<file path="src/rtl/serial_add_ctrl.sv">
// Bit-serial adder controller driving an external 1-bit full-adder cell, LSB first.
// Latency: start accepted at edge k -> done pulse in the cycle after edge k+WIDTH -> idle after k+WIDTH+1.
// Backpressure: none; start is a request honoured only while idle (busy==0), otherwise ignored.
module serial_add_ctrl #(
    parameter int WIDTH = 8
) (
    input  logic             clk,
    input  logic             rst,
    input  logic             start,
    input  logic [WIDTH-1:0] a_in,
    input  logic [WIDTH-1:0] b_in,
    input  logic             cin_in,
    output logic             fa_a,
    output logic             fa_b,
    output logic             fa_cin,
    input  logic             fa_s,
    input  logic             fa_c,
    output logic [WIDTH-1:0] sum,
    output logic             cout,
    output logic             busy,
    output logic             done
);

    // Bit counter only has to reach WIDTH-1.
    localparam int CNT_W = (WIDTH > 2) ? $clog2(WIDTH) : 1;
    localparam logic [CNT_W-1:0] CNT_LAST = CNT_W'(WIDTH - 1);

    typedef enum logic [1:0] {
        S_IDLE = 2'd0,
        S_RUN  = 2'd1,
        S_DONE = 2'd2
    } state_t;

    state_t           state_q;
    logic [WIDTH-1:0] a_q;
    logic [WIDTH-1:0] b_q;
    logic             carry_q;
    logic [CNT_W-1:0] cnt_q;
    logic [WIDTH-1:0] sum_q;
    logic             cout_q;
    logic             busy_q;
    logic             done_q;

    logic [CNT_W-1:0] cnt_d;
    logic [WIDTH-1:0] sum_d;
    logic             run;
    logic             last_bit;

    assign run      = (state_q == S_RUN);
    assign last_bit = (cnt_q == CNT_LAST);
    assign cnt_d    = cnt_q + 1'b1;
    // Sum bits enter at the MSB so that after WIDTH shifts bit 0 is the first sum bit.
    assign sum_d    = {fa_s, sum_q[WIDTH-1:1]};

    // Full-adder operands are only presented while running; quiet otherwise.
    assign fa_a   = run & a_q[0];
    assign fa_b   = run & b_q[0];
    assign fa_cin = run & carry_q;

    assign sum  = sum_q;
    assign cout = cout_q;
    assign busy = busy_q;
    assign done = done_q;

    // Control FSM plus serial datapath; busy/done are registered alongside the state.
    always_ff @(posedge clk or posedge rst) begin
        if (rst) begin
            state_q <= S_IDLE;
            a_q     <= '0;
            b_q     <= '0;
            carry_q <= 1'b0;
            cnt_q   <= '0;
            sum_q   <= '0;
            cout_q  <= 1'b0;
            busy_q  <= 1'b0;
            done_q  <= 1'b0;
        end else begin
            case (state_q)
                S_IDLE: begin
                    done_q <= 1'b0;
                    if (start) begin
                        // sum/cout are left alone: they keep the previous result until overwritten.
                        a_q     <= a_in;
                        b_q     <= b_in;
                        carry_q <= cin_in;
                        cnt_q   <= '0;
                        busy_q  <= 1'b1;
                        state_q <= S_RUN;
                    end
                end
                S_RUN: begin
                    sum_q   <= sum_d;
                    carry_q <= fa_c;
                    a_q     <= a_q >> 1;
                    b_q     <= b_q >> 1;
                    if (last_bit) begin
                        // Wrap to zero instead of counting past WIDTH-1.
                        cnt_q   <= '0;
                        cout_q  <= fa_c;
                        done_q  <= 1'b1;
                        state_q <= S_DONE;
                    end else begin
                        cnt_q <= cnt_d;
                    end
                end
                S_DONE: begin
                    // Result is on the outputs this cycle; return regardless of start.
                    done_q  <= 1'b0;
                    busy_q  <= 1'b0;
                    state_q <= S_IDLE;
                end
                default: begin
                    done_q  <= 1'b0;
                    busy_q  <= 1'b0;
                    state_q <= S_IDLE;
                end
            endcase
        end
    end

endmodule
</file>
<file path="config.mk">
export PLATFORM = sky130hd
export DESIGN_NAME = serial_add_ctrl
export DESIGN_NICKNAME = d
export VERILOG_FILES = /design/src/rtl/serial_add_ctrl.sv
export SDC_FILE = /design/constraint.sdc
export NUM_CORES = 1
export LEC_CHECK = 0
export CORE_ASPECT_RATIO = 0.5
export CORE_UTILIZATION = 52
export DETAILED_ROUTE_END_ITERATION = 7
export PLACE_DENSITY = 0.93
export SYNTH_ARGS = -nofsm -noshare
export SYNTH_HDL_FRONTEND = slang
export SYNTH_SLANG_ARGS = --single-unit
</file>
<file path="constraint.sdc">
create_clock -name clk -period 2.55 [get_ports clk]
set_input_delay 0.51 -clock clk [delete_from_list [all_inputs] [get_ports clk]]
set_output_delay 0.51 -clock clk [all_outputs]
set_load 0.03 [all_outputs]
</file>
* After elaboration in Yosys (flattened, before gate mapping)
Index checks and enable logic that the tools add are counted.
Storage, ports and cells: word-level logic and storage cells 40, flip-flop bits (word level) 33, input bits 22
Cells by class: add/sub/neg operators 1, bitwise logic cells 4, reduce and logical (&&, ||, !) cells 6, eq/ne operators 4, mux-type cells 16
Operators by type and width (number):
- $pmux W8 S2 | 2
- $mux W8 | 2
- $reduce_and A2 Y1 | 4
- $mux W3 | 2
- $pmux W3 S2 | 1
- $mux W1 | 4
- $mux W2 | 2
- $pmux W1 S2 | 2
- $pmux W2 S2 | 1
- $add A3 B1 Y3 const B | 1
- $and A1 B1 Y1 | 3
- $eq A3 B3 Y1 const B | 1
- $eq A2 B1 Y1 const B | 1
- $logic_not A2 Y1 | 1
- $ne A2 B1 Y1 const B | 1
- $ne A2 B2 Y1 const B | 1
- $reduce_bool A2 Y1 | 1
- $not A1 Y1 | 1

* Longest topological paths before layout
Gate-level depths: netlist of run 1.
depth after elaboration 3, gate-level depth with buffers 5, depth with buffers taken out 4

* Least setup slack after synthesis of run 1
OpenSTA, ideal clock, no wires.
path kind register to output, from reg state_q[1], to out fa_a, arrival 1.099 ns, stages on the path, launching flop included 4, data required time 2.040 ns, path buffers 1, setup slack 0.941 ns, cells stage by stage dfrtp_1 > nor2b_2 > buf_2 > and2_1
Between the ends: word-level cells in the longest chain between the ends 2
Ends and longest elaborated chain:
- start: declaration | RTL line 34 | state_t state_q;
- start signal: assignment | RTL line 68 | state_q <= S_IDLE;
- start signal: assignment | RTL line 88 | state_q <= S_RUN;
- start signal: assignment | RTL line 101 | state_q <= S_DONE;
- $eq A2 B1 Y1 | RTL line 49 | assign run = (state_q == S_RUN);
- $and A1 B1 Y1 | RTL line 56 | assign fa_a = run & a_q[0];
- end: declaration | RTL line 13 | output logic fa_a,
Every way passes these cells.

* Worst setup path in the final report of run 1
Ends and elaborated chain as after synthesis.

==> results of run 1 <==
-- cell families after synthesis --
family	after synthesis	share of synthesized area [%]
flip-flops	33	56.8
multiplexers	1	0.775
AND/OR/NAND/NOR	44	14.6
AO/OA/AOI/OAI	38	21.3
adder cells (fa/ha/maj)	2	1.72
buffers and inverters	13	4.82
-- synth_stat cells --
cell type  count
dfrtp_1       33
nand2_1       27
o22a_1        22
buf_2          5
and2_1         4
inv_1          4
nor2_1         4
a21oi_1        3
nand2b_1       3
o21ai_0        3
a22o_1         2
a2bb2oi_1      2
buf_4          2
ha_1           2
a211oi_1       1
a221o_1        1
a32o_1         1
buf_6          1
inv_2          1
mux2_1         1
nand2b_2       1
nor2b_1        1
nor2b_2        1
nor3_1         1
nor4b_1        1
o21ai_2        1
o21bai_1       1
o31ai_1        1
or4b_4         1
-- sequential cells by signal, summed over array words and instances, names as in the netlist, 2 cells and up --
name / flops
sum: 8
a_q: 8
b_q: 8
cnt_q: 3
state_q: 2
-- cell type report --
class,instances,area share [%]
flip-flops and latches,33,43.1
clock buffers,7,4.51
inverters,5,0.980
well taps,37,2.42
multi-input cells,85,29.1
repair buffers,39,19.9
-- how the worst max path moves through the flow --
stage                           from  endpoint  slack (ns)  cells after the start
after floorplan           state_q[1]      fa_a        0.94                      3
after global placement         start    a_q[0]        0.52                      4
after detailed placement       start    b_q[5]        0.47                      4
after CTS                 state_q[1]      fa_a        0.19                      3
after global routing      state_q[1]      fa_b        0.15                      3
final                     state_q[1]      fa_a        0.22                      3
-- metal layers --
layer  part of all wire (%)  up-vias  routed length [µm]  track usage (%)
met5                      0        -                   0                0
met4                    1.4        0                  42             13.5
met3                    2.9        5                  90             6.51
met2                     51       20                1580             43.1
met1                     44      557                1370             25.3
li1                       -      537                   -                -
-- worst register-to-register path: stages, from the launching register on --
cell	delay [ns]
dfrtp_1	0.40
buf_4	0.22
nor2_1	0.66
o22a_1	0.26
-- power breakdown --
group | internal, µW | leakage [µW] | total [µW] | switching, µW
clock | 214 | 0.0000443 | 388 | 174
sequential | 765 | 0.000397 | 908 | 143
combinational | 556 | 0.000406 | 1190 | 638
-- stage by stage --
step / std cells / util (%) / setup WS, ns / instance area [µm²]
after floorplan: 131 / - / 0.941 / 1450
after global routing: 206 / 73.1 / 0.145 / 1910
final: 206 / 73.1 / 0.216 / 1910
after CTS: 206 / 73.1 / 0.189 / 1910
after detailed placement: 199 / 69.8 / 0.472 / 1830
after global placement: 199 / 69.8 / 0.524 / 1830
==> results.toml, run 1 <==
[floorplanning]
die_area_um2 = 3020
die_y_um = 39.4
start_util_pct = 55.5
core-area_um2 = 2620
io_pins = 36
placementRows = 13
dieWidth_um = 76.7

[clocking]
root_buffer = "clkbuf_8"
cts_resized = 0
cts_setup_buffers = 0
h-tree-depth = 2
clk_pin_slew_worst_paths_ns = 0.06
holdBufCountCts = 0
cts_buffers = 5
clk_latency_ns = 0.28
cts_tree = "built"
cts.sinks = 33
cts.path.max_buffers = 2

[min_path]
hold_depth = 2
hold_path_end = "sum[0]"
hp-class = "flop to flop"
hp-start = "sum[0]"

[placement]
portBuffers = 35
hpwl_mm = 2.01
gp_congestion = 0.740

[pwr]
p_leak_uw = 0.000847
vdd_ir_drop_max_uv = 607
finalPower_uw = 2490
power_per_cell_area_nw_per_um2 = 1300

[final_layout]
drive_above_1_share_pct = 8.88
nFillCells = 185
fin_nets = 193
n_antenna_cell = 0
area_growth_pct = 31.8
final_cell_mix = "35 x clkdlybuf4s50_1, 33 x dfrtp_1, 27 x nand2_1, 22 x o22a_1, 6 x clkbuf_8"
regArea_um2 = 826
multi_input_area_um2 = 557
final_common_cell = "clkdlybuf4s50_1"

[timing]
tightest_slew_ns = 0.798
slew_headroom_pct = 46.6
period_needed_ns = 2.33
fin_skew_ns = 0.00311
fmax_mhz = 428
finalMaxSlewViolations = 0
rsz0062_at_grt = "no"
finalSetupViolCount = 0
hold_viol = 0
fin_hold_ws_ns = 0.475
post-route-period-util_pct = 91.5
fin_setup_tns_ns = 0

[routing]
drtIter0Drc = 34
drc_errors = 2
first_pass_iters = 6
vias = 1119
wire_per_inst_um = 14.9
via_per_inst = 5.43
wl_mm = 3.08
route.antenna.remaining_nets = 0

[setup_path]
end_kind = "primary output"
cp_max_fo = 8
r2r_setup_slack_ns = 0.96
r2r-end = "b_q[1]"
crit_family = "buffers and inverters"
critPathRequiredTime_ns = 2.04
rr_worst_depth = 3
worstPathCellList = "nor2b_2 -> and2_1 -> clkdlybuf4s50_1"
cpPeakStageDelay_ns = 0.67
r2r-start = "state_q[1]"
slowest_stage = "clkdlybuf4s50_1"
critical_path_class = "flop to primary output"
critPathLaunchType = "flop"
arrival_ns = 1.82
critPathBufInv = 1

[yosys]
synth_top_area_cell = "dfrtp_1"
netlist_top_cells_area = "dfrtp_1 57%, o22a_1 13%, nand2_1 7.0%"
ys_seq_area_share_pct = 56.8
synth_top_area_share_pct = 56.8
synth_seq_cells = 33
synth_cell_types = 29
syn_area_per_cell_um2 = 11.1
netlist_area_um2 = 1450
syn-num-nets = 155
postSynthCellCount = 131
ys_warn_count = 0

[grt]
grt_max_degree = 34
antenna_found_initial = 0
grt_pass1_wl_mm = 5.00
grt_pass1_vias = 1112
grt_remaining_overflow = 0
grt_use_total_pct = 23.2

[status]
failed_checks = "design-rule violations"
status = "complete, but fails checks"

[run]
cap_violations = 0
(Power assumes the default switching activity.)
==> run 2, diff against run 1 <==
GPL_TIMING_DRIVEN = 0   (was unset)
==> results.toml, run 2 (same netlist as run 1, synthesis figures left out) <==
[status]
status = "complete, no violations"

[clocking]
cts.sinks = 33
clk_pin_slew_worst_paths_ns = 0.07
cts.path.max_buffers = 2
cts_tree = "built"
root_buffer = "clkbuf_8"
h-tree-depth = 2
cts_setup_buffers = 0
cts_resized = 1
cts_buffers = 5
clk_latency_ns = 0.28
holdBufCountCts = 0

[floorplanning]
placementRows = 13
core-area_um2 = 2620
die_y_um = 39.4
dieWidth_um = 76.7
start_util_pct = 55.5
die_area_um2 = 3020
io_pins = 36

[pwr]
p_leak_uw = 0.000904
vdd_ir_drop_max_uv = 682
power_per_cell_area_nw_per_um2 = 1310

[setup_path]
cpPeakStageDelay_ns = 0.66
critPathLaunchType = "flop"
cp_max_fo = 7
rr_worst_depth = 4
critical_path_class = "flop to primary output"
arrival_ns = 1.81
r2r-end = "cout"
r2r_setup_slack_ns = 1.11
critPathRequiredTime_ns = 2.04
worstPathCellList = "nor2b_2 -> and2_1 -> clkdlybuf4s50_1"
slowest_stage = "clkdlybuf4s50_1"
r2r-start = "cnt_q[0]"
end_kind = "primary output"

[run]
cap_violations = 0

[min_path]
hold_path_end = "sum[0]"
hold_depth = 2
hp-start = "sum[0]"
hp-class = "flop to flop"

[placement]
place_ws_ns = 0.330
gp_congestion = 0.763
portBuffers = 35
hpwl_mm = 2.16
place_area_um2 = 1850

[grt]
antenna_found_initial = 0
grt_pass1_vias = 1054
grt_pass1_wl_mm = 4.93
grt_use_total_pct = 22.5
grt_max_degree = 34
grt_remaining_overflow = 0

[timing]
fin_skew_ns = 0.00616
tightest_slew_ns = 0.458
fmax_mhz = 431
rsz0062_at_grt = "no"
period_needed_ns = 2.32
fin_setup_tns_ns = 0
hold_viol = 0
slew_headroom_pct = 69.4
worst_slack_ns = 0.227
finalMaxSlewViolations = 0
post-route-period-util_pct = 91.1
finalSetupViolCount = 0

[routing]
route.antenna.remaining_nets = 0
drtIter0Drc = 87
wl_met1_mm = 1.40
met3_wirelength_um = 86
met2WireLength_mm = 1.51
drc_errors = 0
vias = 1152
via_per_inst = 5.43
wl_mm = 3.05
first_pass_iters = 4
top_layer = "met4"
wire_per_inst_um = 14.4

[final_layout]
final_cell_area_um2 = 1990
final_cell_mix = "33 x dfrtp_1, 33 x clkdlybuf4s50_1, 27 x nand2_1, 22 x o22a_1, 6 x clkbuf_8"
n_antenna_cell = 0
drive_above_1_share_pct = 12.0
area_growth_pct = 37.3
fin_nets = 198
==> run 2: changes by cell type in the layout (fill, tap and decap cells not counted) <==
| cell | previous run | this run |
|---|---|---|
| buf_4 | 4 | 2 |
| buf_2 | 0 | 5 |
| buf_16 | 0 | 1 |
| clkdlybuf4s50_1 | 35 | 33 |
| bufinv_16 | 0 | 1 |
| dlygate4sd2_1 | 0 | 1 |
| buf_6 | 0 | 1 |
| dlymetal6s2s_1 | 0 | 1 |
==> run 2: report_power, final <==
group	internal [µW]	switching [µW]	leakage, µW
combinational	571	634	0.000449
clock	318	179	0.0000585
sequential	765	150	0.000397
==> run 2: area by class of cell <==
class	count	area (µm²)
plain buffers	8	51.3
clock buffers	7	86.3
repair buffers	36	379
flip-flops and latches	33	826
well taps	37	46.3
clock inverters	1	30.0
fillers	163	624
multi-input cells	85	557
inverters	5	18.8
==> run 2: metrics by stage <==
stage | cells | total power [µW] | util, % | hold WS [ns]
floorplan | 131 | 1720 | - | 0.461
global placement | 203 | 2060 | 70.6 | 0.457
detailed placement | 203 | 2130 | 70.6 | 0.471
CTS | 211 | 2630 | 75.0 | 0.488
global route | 212 | 2780 | 76.2 | 0.516
finish | 212 | 2620 | 76.2 | 0.479
==> run 2: layer usage <==
metal / vias to the layer above / track usage (%)
li1: 548 / -
met1: 576 / 28.0
met2: 22 / 39.1
met3: 6 / 5.81
met4: 0 / 8.65
met5: - / 0
==> run 2: worst max path at each step <==
stage	start	to	slack (ns)	cells past startpoint
after detailed placement	state_q[1]	fa_b	0.33	4
after global placement	state_q[1]	fa_b	0.32	4
final	state_q[1]	fa_cin	0.23	3
after global routing	state_q[1]	fa_cin	0.17	3
after floorplan	state_q[1]	fa_a	0.94	3
after CTS	state_q[1]	fa_a	0.007	4
==> run 2: worst max-delay path: cells and delay by family (launching register included) <==
kind / cells / cell delay, ns
flip-flops: 1 / 0.45
buffers and inverters: 1 / 0.66
AND/OR/NAND/NOR: 2 / 0.42
